[src/rtl/ej32_au_stk.sv]
// ej32_au_stk: eJ32 arithmetic unit with a parametrised data stack and ALU.
// TOS lives in t_q, NOS and deeper items in a register array; s_q shadows
// the top array entry so NOS is available without an array read.
// Optional macro AU_DIV_EN builds the iterative signed divider (DIV/REM);
// without it DIV/REM finish in one cycle with a zero result and dz_o set.
module ej32_au_stk #(
  parameter int DSZ   = 32,
  parameter int DEPTH = 16,
  parameter int DPW   = $clog2(DEPTH + 1)
) (
  input  logic           clk,
  input  logic           rst_n,
  input  logic           op_vld,
  output logic           op_rdy,
  input  logic [3:0]     op,
  input  logic [DSZ-1:0] d_i,
  output logic [DSZ-1:0] t_o,
  output logic [DSZ-1:0] s_o,
  output logic [DPW-1:0] depth_o,
  output logic           busy_o,
  input  logic           err_clr,
  output logic           ovf_o,
  output logic           unf_o,
  output logic           dz_o
);

  localparam int AW = $clog2(DEPTH);
  localparam int SW = $clog2(DSZ);
  localparam logic [DPW-1:0] FULL = DPW'(DEPTH);

  localparam logic [3:0] OP_NOP  = 4'd0;
  localparam logic [3:0] OP_PUSH = 4'd1;
  localparam logic [3:0] OP_POP  = 4'd2;
  localparam logic [3:0] OP_DUP  = 4'd3;
  localparam logic [3:0] OP_SWAP = 4'd4;
  localparam logic [3:0] OP_OVER = 4'd5;
  localparam logic [3:0] OP_ADD  = 4'd6;
  localparam logic [3:0] OP_SUB  = 4'd7;
  localparam logic [3:0] OP_AND  = 4'd8;
  localparam logic [3:0] OP_OR   = 4'd9;
  localparam logic [3:0] OP_XOR  = 4'd10;
  localparam logic [3:0] OP_SHL  = 4'd11;
  localparam logic [3:0] OP_SHR  = 4'd12;
  localparam logic [3:0] OP_USHR = 4'd13;
  localparam logic [3:0] OP_DIV  = 4'd14;
  localparam logic [3:0] OP_REM  = 4'd15;

  // Two's-complement magnitude; MIN maps onto itself, which is correct as unsigned.
  function automatic logic [DSZ-1:0] abs_f(input logic [DSZ-1:0] v);
    abs_f = v[DSZ-1] ? (~v + DSZ'(1)) : v;
  endfunction

  logic [DSZ-1:0] t_q, s_q;
  logic [DPW-1:0] depth_q;
  logic           ovf_q, unf_q, dz_q;
  logic [DSZ-1:0] mem [DEPTH];

  logic [DSZ-1:0] t_d, s_d;
  logic [DPW-1:0] depth_d;
  logic           wr_en_s;
  logic [AW-1:0]  wr_idx_s;
  logic [DSZ-1:0] wr_dat_s;
  logic           set_ovf_s, set_unf_s, set_dz_s, start_div_s;
  logic           acc_s, full_s, empty_s, lt2_s;
  logic [DPW-1:0] dm1_s, dm2_s, dm3_s;
  logic [DSZ-1:0] pop_s, alu_s;
  logic [SW-1:0]  shamt_s;

  assign acc_s   = op_vld & op_rdy;
  assign full_s  = (depth_q == FULL);
  assign empty_s = (depth_q == DPW'(0));
  assign lt2_s   = (depth_q < DPW'(2));
  assign dm1_s   = depth_q - DPW'(1);
  assign dm2_s   = depth_q - DPW'(2);
  assign dm3_s   = depth_q - DPW'(3);
  assign pop_s   = (depth_q >= DPW'(3)) ? mem[dm3_s[AW-1:0]] : '0;
  assign shamt_s = t_q[SW-1:0];

`ifdef AU_DIV_EN
  typedef enum logic [1:0] {ST_IDLE = 2'd0, ST_BUSY = 2'd1, ST_DONE = 2'd2} st_e;
  st_e            st_q;
  logic           busy_q;
  logic [SW-1:0]  cnt_q;
  logic [DSZ-1:0] quo_q, rem_q, dvs_q;
  logic           sa_q, qneg_q, zdiv_q, remop_q;
  logic [DSZ:0]   r_sh_s;
  logic [DSZ-1:0] r_sub_s, r_nx_s, q_fin_s, r_fin_s, div_res_s;
  logic           q_bit_s;

  // One restoring-division step plus final sign correction of the result.
  always_comb begin
    r_sh_s  = {rem_q, quo_q[DSZ-1]};
    r_sub_s = r_sh_s[DSZ-1:0] - dvs_q;
    q_bit_s = (r_sh_s >= {1'b0, dvs_q});
    if (q_bit_s) begin
      r_nx_s = r_sub_s;
    end else begin
      r_nx_s = r_sh_s[DSZ-1:0];
    end
    if (zdiv_q) begin
      q_fin_s = '1;
    end else if (qneg_q) begin
      q_fin_s = ~quo_q + DSZ'(1);
    end else begin
      q_fin_s = quo_q;
    end
    r_fin_s   = sa_q ? (~rem_q + DSZ'(1)) : rem_q;
    div_res_s = remop_q ? r_fin_s : q_fin_s;
  end

  assign busy_o = busy_q;
  assign op_rdy = ~busy_q;
`else
  assign busy_o = 1'b0;
  assign op_rdy = 1'b1;
`endif

  assign t_o     = t_q;
  assign s_o     = s_q;
  assign depth_o = depth_q;
  assign ovf_o   = ovf_q;
  assign unf_o   = unf_q;
  assign dz_o    = dz_q;

  // Binary ALU: result is NOS op TOS.
  always_comb begin
    case (op)
      OP_ADD:  alu_s = s_q + t_q;
      OP_SUB:  alu_s = s_q - t_q;
      OP_AND:  alu_s = s_q & t_q;
      OP_OR:   alu_s = s_q | t_q;
      OP_XOR:  alu_s = s_q ^ t_q;
      OP_SHL:  alu_s = s_q << shamt_s;
      OP_SHR:  alu_s = DSZ'($signed(s_q) >>> shamt_s);
      OP_USHR: alu_s = s_q >> shamt_s;
      default: alu_s = '0;
    endcase
  end

  // Stack next-state: op decode, guard checks and array write port.
  always_comb begin
    t_d         = t_q;
    s_d         = s_q;
    depth_d     = depth_q;
    wr_en_s     = 1'b0;
    wr_idx_s    = dm1_s[AW-1:0];
    wr_dat_s    = t_q;
    set_ovf_s   = 1'b0;
    set_unf_s   = 1'b0;
    set_dz_s    = 1'b0;
    start_div_s = 1'b0;
`ifdef AU_DIV_EN
    if (st_q == ST_DONE) begin
      t_d     = div_res_s;
      s_d     = pop_s;
      depth_d = dm1_s;
    end else
`endif
    if (acc_s) begin
      case (op)
        OP_NOP: begin
          t_d = t_q;
        end
        OP_PUSH: begin
          if (full_s) begin
            set_ovf_s = 1'b1;
          end else begin
            t_d     = d_i;
            depth_d = depth_q + DPW'(1);
            if (!empty_s) begin
              s_d     = t_q;
              wr_en_s = 1'b1;
            end else begin
              s_d = s_q;
            end
          end
        end
        OP_POP: begin
          if (empty_s) begin
            set_unf_s = 1'b1;
          end else begin
            t_d     = s_q;
            s_d     = pop_s;
            depth_d = dm1_s;
          end
        end
        OP_DUP: begin
          if (empty_s) begin
            set_unf_s = 1'b1;
          end else if (full_s) begin
            set_ovf_s = 1'b1;
          end else begin
            s_d     = t_q;
            wr_en_s = 1'b1;
            depth_d = depth_q + DPW'(1);
          end
        end
        OP_SWAP: begin
          if (lt2_s) begin
            set_unf_s = 1'b1;
          end else begin
            t_d      = s_q;
            s_d      = t_q;
            wr_en_s  = 1'b1;
            wr_idx_s = dm2_s[AW-1:0];
          end
        end
        OP_OVER: begin
          if (lt2_s) begin
            set_unf_s = 1'b1;
          end else if (full_s) begin
            set_ovf_s = 1'b1;
          end else begin
            t_d     = s_q;
            s_d     = t_q;
            wr_en_s = 1'b1;
            depth_d = depth_q + DPW'(1);
          end
        end
        OP_DIV, OP_REM: begin
          if (lt2_s) begin
            set_unf_s = 1'b1;
          end else begin
`ifdef AU_DIV_EN
            start_div_s = 1'b1;
            set_dz_s    = (t_q == '0);
`else
            t_d      = '0;
            s_d      = pop_s;
            depth_d  = dm1_s;
            set_dz_s = 1'b1;
`endif
          end
        end
        default: begin
          if (lt2_s) begin
            set_unf_s = 1'b1;
          end else begin
            t_d     = alu_s;
            s_d     = pop_s;
            depth_d = dm1_s;
          end
        end
      endcase
    end else begin
      t_d = t_q;
    end
  end

  // Array storage for NOS and deeper items; contents need no reset.
  always_ff @(posedge clk) begin
    if (wr_en_s) begin
      mem[wr_idx_s] <= wr_dat_s;
    end
  end

  // Stack registers, sticky flags (set beats clear) and divider FSM.
  always_ff @(posedge clk or negedge rst_n) begin
    if (!rst_n) begin
      t_q     <= '0;
      s_q     <= '0;
      depth_q <= '0;
      ovf_q   <= 1'b0;
      unf_q   <= 1'b0;
      dz_q    <= 1'b0;
`ifdef AU_DIV_EN
      st_q    <= ST_IDLE;
      busy_q  <= 1'b0;
      cnt_q   <= '0;
      quo_q   <= '0;
      rem_q   <= '0;
      dvs_q   <= '0;
      sa_q    <= 1'b0;
      qneg_q  <= 1'b0;
      zdiv_q  <= 1'b0;
      remop_q <= 1'b0;
`endif
    end else begin
      t_q     <= t_d;
      s_q     <= s_d;
      depth_q <= depth_d;
      ovf_q   <= set_ovf_s | (ovf_q & ~err_clr);
      unf_q   <= set_unf_s | (unf_q & ~err_clr);
      dz_q    <= set_dz_s  | (dz_q  & ~err_clr);
`ifdef AU_DIV_EN
      case (st_q)
        ST_IDLE: begin
          if (start_div_s) begin
            st_q    <= ST_BUSY;
            busy_q  <= 1'b1;
            cnt_q   <= '0;
            quo_q   <= abs_f(s_q);
            rem_q   <= '0;
            dvs_q   <= abs_f(t_q);
            sa_q    <= s_q[DSZ-1];
            qneg_q  <= s_q[DSZ-1] ^ t_q[DSZ-1];
            zdiv_q  <= (t_q == '0);
            remop_q <= (op == OP_REM);
          end else begin
            busy_q <= 1'b0;
          end
        end
        ST_BUSY: begin
          quo_q <= {quo_q[DSZ-2:0], q_bit_s};
          rem_q <= r_nx_s;
          cnt_q <= cnt_q + SW'(1);
          if (cnt_q == SW'(DSZ - 1)) begin
            st_q <= ST_DONE;
          end else begin
            st_q <= ST_BUSY;
          end
        end
        ST_DONE: begin
          st_q   <= ST_IDLE;
          busy_q <= 1'b0;
        end
        default: begin
          st_q   <= ST_IDLE;
          busy_q <= 1'b0;
        end
      endcase
`endif
    end
  end

endmodule

[config.mk]
export PLATFORM = sky130hd
export DESIGN_NAME = ej32_au_stk
export DESIGN_NICKNAME = d
export VERILOG_FILES = /design/src/rtl/ej32_au_stk.sv
export SDC_FILE = /design/constraint.sdc
export NUM_CORES = 1
export LEC_CHECK = 0
export CORE_MARGIN = 2
export CORE_UTILIZATION = 35
export DETAILED_ROUTE_END_ITERATION = 16
export DONT_BUFFER_PORTS = 1
export PLACE_DENSITY_LB_ADDON = 0.15
export SYNTH_ARGS = -nofsm -noshare
export SYNTH_HDL_FRONTEND = slang
export SYNTH_SLANG_ARGS = --single-unit
[constraint.sdc]
create_clock -name clk -period 7.2 [get_ports clk]
set_clock_uncertainty 0.05 [all_clocks]
set_input_delay 0.36 -clock clk [delete_from_list [all_inputs] [get_ports clk]]
set_output_delay 0.36 -clock clk [all_outputs]
set_load 0.01 [all_outputs]
==> Word level (Yosys, flattened, before mapping) <==
Memories as Yosys holds them, arrays and structs flattened.
Index checks and enable logic that the tools add are counted.
{ "classes": {"addsub": 6, "magnitude_cmp": 2, "n_eq_ne": 26, "shifts": 3, "muxes": 49, "bitwise_logic": 13, "n_reduce_logical": 10} }
{ "op_table": {"columns": ["op", "count"], "rows": [
  ["$mux W32", 16],
  ["$pmux W32 S6", 2],
  ["$pmux W32 S8", 1],
  ["$add A32 B32 Y32", 1],
  ["$and A32 B32 Y32", 1],
  ["$eq A4 B4 Y1 const B", 8],
  ["$or A32 B32 Y32", 1],
  ["$shl A32 B5 Y32", 1],
  ["$shr A32 B5 Y32", 1],
  ["$sshr A32 B5 Y32", 1],
  ["$sub A32 B32 Y32", 1],
  ["$xor A32 B32 Y32", 1],
  ["$mux W5", 5],
  ["$pmux W5 S5", 1],
  ["$mux W1", 18],
  ["$reduce_and A9 Y1", 2],
  ["$eq A4 B3 Y1 const B", 4],
  ["$ne A2 B2 Y1 const B", 8],
  ["$mux W4", 3],
  ["$reduce_or A2 Y1", 5],
  ["$eq A4 B2 Y1 const B", 2],
  ["$sub A4 B2 Y4 const B", 2],
  ["$reduce_and A6 Y1", 1],
  ["$add A5 B1 Y5 const B", 1],
  ["other kinds (15)", 22]
]} }
{ "totals": {"regBits": 72, "ramBits": 512, "input_bits": 40, "output_inout_bits": 74, "word_cells": 116, "memories": 1} }
{ "mem_list": {"columns": ["memory", "words", "width", "rd", "rd_ports_with_merged_regs", "write_ports", "line", "source"], "rows": [
  ["mem", 16, 32, 1, 0, 1, "56", "logic [DSZ-1:0] mem [DEPTH];"]
]} }

==> Longest topological paths before layout <==
{ "depth": {"word_depth": 7, "depth_mapped": 21, "depth_no_buf": 18} }

==> Least setup slack after synthesis <==
OpenSTA, ideal clock, no wires.
{ "synth_timing": {"path_type": "register to register", "start": "register depth_q[0], in the netlist depth_o[0]", "end": "memory mem[13][0], enable pin", "setup_ps": 421, "arrival_time_ps": 4202, "required_time_ps": 6729, "setup_slack_ps": 2527, "stages_incl_launch_ff": 11, "path_buffers": 5, "period_less_slack_ps": 4673, "path_cell_list": "dfrtp_1 clkbuf_1 buf_2 buf_2 inv_1 ha_1 buf_1 clkbuf_1 a21oi_1 or3_1 nor2_1"} }
{ "synth_via": {"elab_chain_cells": 7, "elab_cells_between_ends": 18, "cone_classes": "2 x add/sub; 1 x order compare; 1 x eq/ne; 13 x mux; 1 x reduce/logical"} }
{ "synth_lines": {"columns": ["element", "line", "source"], "rows": [
  ["from (decl)", "54", "logic [DPW-1:0] depth_q;"],
  ["from (signal assigned)", "281", "depth_q <= depth_d;"],
  ["branches (longest 7 deep; another with $lt A5 B2 Y1)", null, null],
  ["to (decl)", "56", null]
]} }
Several ways; the timed one is not identified.

==> Worst setup path after layout <==
{ "layout_timing": {"start": "register t_q[0], in the netlist t_o[0]", "end": "register t_q[30], in the netlist t_o[30]"} }
{ "layout_via": {"elab_chain_cells": 4, "elab_cells_between_ends": 8, "cone_classes": "2 x add/sub; 3 x shift; 3 x mux"} }
{ "layout_lines": {"columns": ["element", "line", "source"], "rows": [
  ["from (decl)", "53", "logic [DSZ-1:0] t_q, s_q;"],
  ["from (signal assigned)", "279", "t_q <= t_d;"],
  ["$sub A32 B32 Y32, or another cell as far along", "129", "OP_SUB: alu_s = s_q - t_q;"],
  ["$pmux W32 S8 *", "127", "case (op)"],
  ["$mux W32 *", "236", "if (lt2_s) begin"],
  ["$pmux W32 S6 *", "160", "case (op)"]
]} }
Every way passes the cells marked *; elsewhere a longest branch is shown, timed or not. The select of a mux whose other input is x is not followed.
A chain may end at the register's enable or synchronous reset.

==> impl_metrics.py <==
metrics = {
    "min_path": {
        "hold_depth": 4,
        "worstHoldStart": "op[2]",
        "whs_endpoint": "unf_o",
        "hold_class": "in2reg",
    },
    "critical_path": {
        "required_time_reported_for_the_critical_path_endpoint_ps": 7690,
        "critical_path.top_delay_family": "simple AND/OR/NAND/NOR gates",
        "rrSetupSlack_ps": 1460,
        "crit_slowest_cell": "sky130_fd_sc_hd__dfrtp_4",
        "cp_num_cells": 17,
        "cp_cell_sequence": "inv_2 -> ha_1 -> nand3_1 -> or4_4 -> nor2_4 -> nand3_2 -> nor3_1 -> nor2_1 -> xnor2_1 -> ha_1 -> a21oi_1 -> o21ai_0 -> or2_2 -> o31ai_1 -> o21ai_0 -> mux2_1 -> o22ai_1",
        "timing.critical_path.to_type": "flip-flop",
        "critical_path_max_stage_delay_ps": 690,
        "crit_fanout": 30,
        "worstReg2RegEnd": "t_o[30]",
        "critPathBufInv": 1,
        "critical_path.reg2reg.startpoint": "t_o[0]",
        "startpoint_type": "flip-flop",
        "critical_path_class": "reg2reg",
        "worst_r2r_path_depth": 17,
        "arrival_ps": 6230,
    },
    "yosys": {
        "synthXorXnorAreaFrac": 0.0166,
        "synthesis.yosys.warnings": 0,
        "synth.top_cells.by_area": "sky130_fd_sc_hd__edfxtp_1 50%, sky130_fd_sc_hd__mux4_2 13%, sky130_fd_sc_hd__dfrtp_1 5.8%",
        "post_synth_num_cell_types": 99,
        "synth_mux_area_frac": 0.165,
        "proportion_of_register_bits_with_asynchronous_set_or_reset_after_synthesis": 0.123,
        "yosysTopAreaCell": "sky130_fd_sc_hd__edfxtp_1",
        "synth_top_flop_cell": "sky130_fd_sc_hd__edfxtp_1",
        "synth_seq_cells": 584,
        "synth-adder-area-share": 0.0426,
        "avgSynthCellArea_um2": 13.6,
        "synth-compound-area-share": 0.116,
        "synth_sequential_area_ratio": 0.554,
        "yosysTopAreaCellShare": 0.496,
        "synthesis.instances": 2285,
        "synth-edff-count": 512,
        "mappedNetlistArea_um2": 31000,
        "synth_simple_gate_area_frac": 0.0734,
        "postSynthNetCount": 2430,
        "synth_top_family_by_area": "multiplexers",
    },
    "clock_tree": {
        "cts-buffers-inserted": 67,
        "cts_tree": "built",
        "clk_pin_slew_ps": 80,
        "worstSkewPairLatency_ps": 640,
        "cts.root.buffer_cell": "sky130_fd_sc_hd__clkbuf_16",
        "max_clock_buf_depth": 3,
        "cts.sinks": 584,
        "cts_hold_buffers": 8,
        "cts_repair_resize_count": 0,
        "cts_post_setup_buffers_inserted": 0,
        "htree_levels": 3,
    },
    "placement": {
        "placed_cells": 3355,
        "port_buffers": 0,
        "global_placer_s_final_weighted_congestion": 0.910,
        "postPlaceCellArea_um2": 32500,
        "detailedPlace.worstSlack_ps": 1570,
        "place.detailed.hpwl_um": 69500,
    },
    "drt": {
        "drtPass1Iterations": 6,
        "drtAntennaViolNets": 0,
        "vias": 20900,
        "route.detailed.vias_per_inst": 6.00,
        "dr.first_iter.drc_count": 2117,
        "remaining_drc_errors": 0,
        "wl_um": 108000,
        "wire_per_inst_um": 31.0,
    },
    "global_routing": {
        "via_count_of_the_first_global_routing_pass": 20900,
        "grt_antenna_before_repair": 8,
        "grt_overflow_total": 0,
        "grt_pass1_wl_um": 156000,
        "grt_max_degree": 97,
        "grt_usage": 0.237,
    },
    "finish": {
        "final_nets": 2412,
        "areaGrowthSynthToFinish_pct": 12.2,
        "most_common_library_cell_in_the_layout_ignoring_fill_and_taps": "sky130_fd_sc_hd__edfxtp_1",
        "final_design_area_no_fill_um2": 34800,
        "final_cell_count_no_fill": 3487,
        "most-common-layout-cells": "512 x sky130_fd_sc_hd__edfxtp_1, 181 x sky130_fd_sc_hd__mux4_2, 160 x sky130_fd_sc_hd__a21oi_1",
        "post-route-util": 0.395,
        "post_route_cells_drive_above_1_share": 0.181,
        "filler_cell_count": 8364,
    },
    "timing": {
        "slew_hr": 0.275,
        "setup-violations-final": 0,
        "timing.fmax_mhz": 174,
        "final_min_period_over_clock_period": 0.797,
        "slew_viol_final": 0,
        "max_slew.worst_pin.slew_ps": 1090,
        "rsz0062_at_grt": "no",
        "timing.final.ws_setup_ps": 1460,
        "hold_ws_ps": 53.2,
        "final.setup.tns_ps": 0,
        "finalCriticalPeriod_ps": 5740,
        "hold_violations_final": 0,
    },
    "die": {
        "pin_count": 114,
        "start_util": 0.352,
        "floorplan.die.height_um": 302,
        "floorplan.core_area_um2": 88100,
        "floorplan.rows": 109,
        "chipWidth_um": 302,
        "design.die.area_um2": 91000,
    },
    "power": {
        "irDropWorstVdd_v": 0.000935,
        "power.share.sequential": 0.299,
        "p_int_mw": 10.1,
        "sw_frac_of_total": 0.450,
        "totalPowerFinal_mw": 18.4,
        "power_switching_mw": 8.28,
        "pwr-share-comb": 0.517,
        "p_clk_frac": 0.184,
        "leakage_power_nw": 11.8,
        "powerDensity_nw_per_um2": 528,
    },
    "job": {
        "max_cap_viol_count": 0,
    },
    "status": {
        "run_status": "finished clean",
    },
}
-- metal layers --
| layer | wire length (um) | GRT usage | vias to the layer above |
|---|---|---|---|
| met5 | 66 | 0 | - |
| met2 | 51200 | 0.385 | 734 |
| li1 | - | - | 8983 |
| met3 | 6170 | 0.0387 | 138 |
| met4 | 2360 | 0.0554 | 10 |
| met1 | 48200 | 0.333 | 11100 |
-- power by group through the flow --
stage	clock network (mW)	logic, mW	registers [mW]
3_5_place_dp	0	9.44	5.58
3_3_place_gp	0	9.46	5.55
4_1_cts	3.46	9.51	5.51
5_1_grt	3.58	10.2	5.58
2_1_floorplan	0	6.44	5.17
6_report	3.38	9.51	5.50
-- how the worst max path moves through the flow --
stage | startpoint | end
after floorplan | depth_o[0] | mem[13][0]
after global placement | t_o[0] | t_o[24]
after detailed placement | t_o[0] | t_o[30]
after CTS | t_o[0] | t_o[30]
after global routing | t_o[0] | t_o[30]
final | t_o[0] | t_o[30]
-- cell usage after synthesis (all sizes together) (71+ instances only) --
master,count
clkbuf,95
mux4,181
a21oi,162
ha,104
buf,71
o21ai,96
mux2i,88
nor2,145
inv,85
dfrtp,72
edfxtp,512
nand2,143
-- layout make-up --
type	instances	area [um^2]	area share
clock buffer	89	1840	0.0530
multi-input combinational	1450	13000	0.374
sequential	584	17200	0.494
timing repair buffer	79	658	0.0189
antenna	1	2.50	0.0000719
inverter	85	319	0.00917
clock inverter	34	323	0.00927
tap	1165	1460	0.0419
-- worst reg2reg max path: cells and delay by family (launching register included) --
kind	cells	cell delay, ps
adder cells (fa/ha/maj)	2	680
AO/OA/AOI/OAI	5	1510
multiplexers	1	350
flip-flops	1	690
AND/OR/NAND/NOR	7	1800
XOR/XNOR	1	170
buffers and inverters	1	410
-- sequential cells by signal (all words and copies together), names as in the netlist --
signal and count:
t_o 32, dz_o 1, mem 512, depth_o 5
ovf_o 1, s_o 32, unf_o 1
-- logic make-up (layout without fill, tap and decap cells) --
group | after synthesis | count (layout)
simple gates | 465 | 465
other cells | 2 | 3
fa+ha+maj | 105 | 105
compound gates | 538 | 538
buf+inv | 251 | 287
mux | 282 | 282
xor+xnor | 58 | 58
flops | 584 | 584
Note: power is estimated with default switching activity, not from simulation.
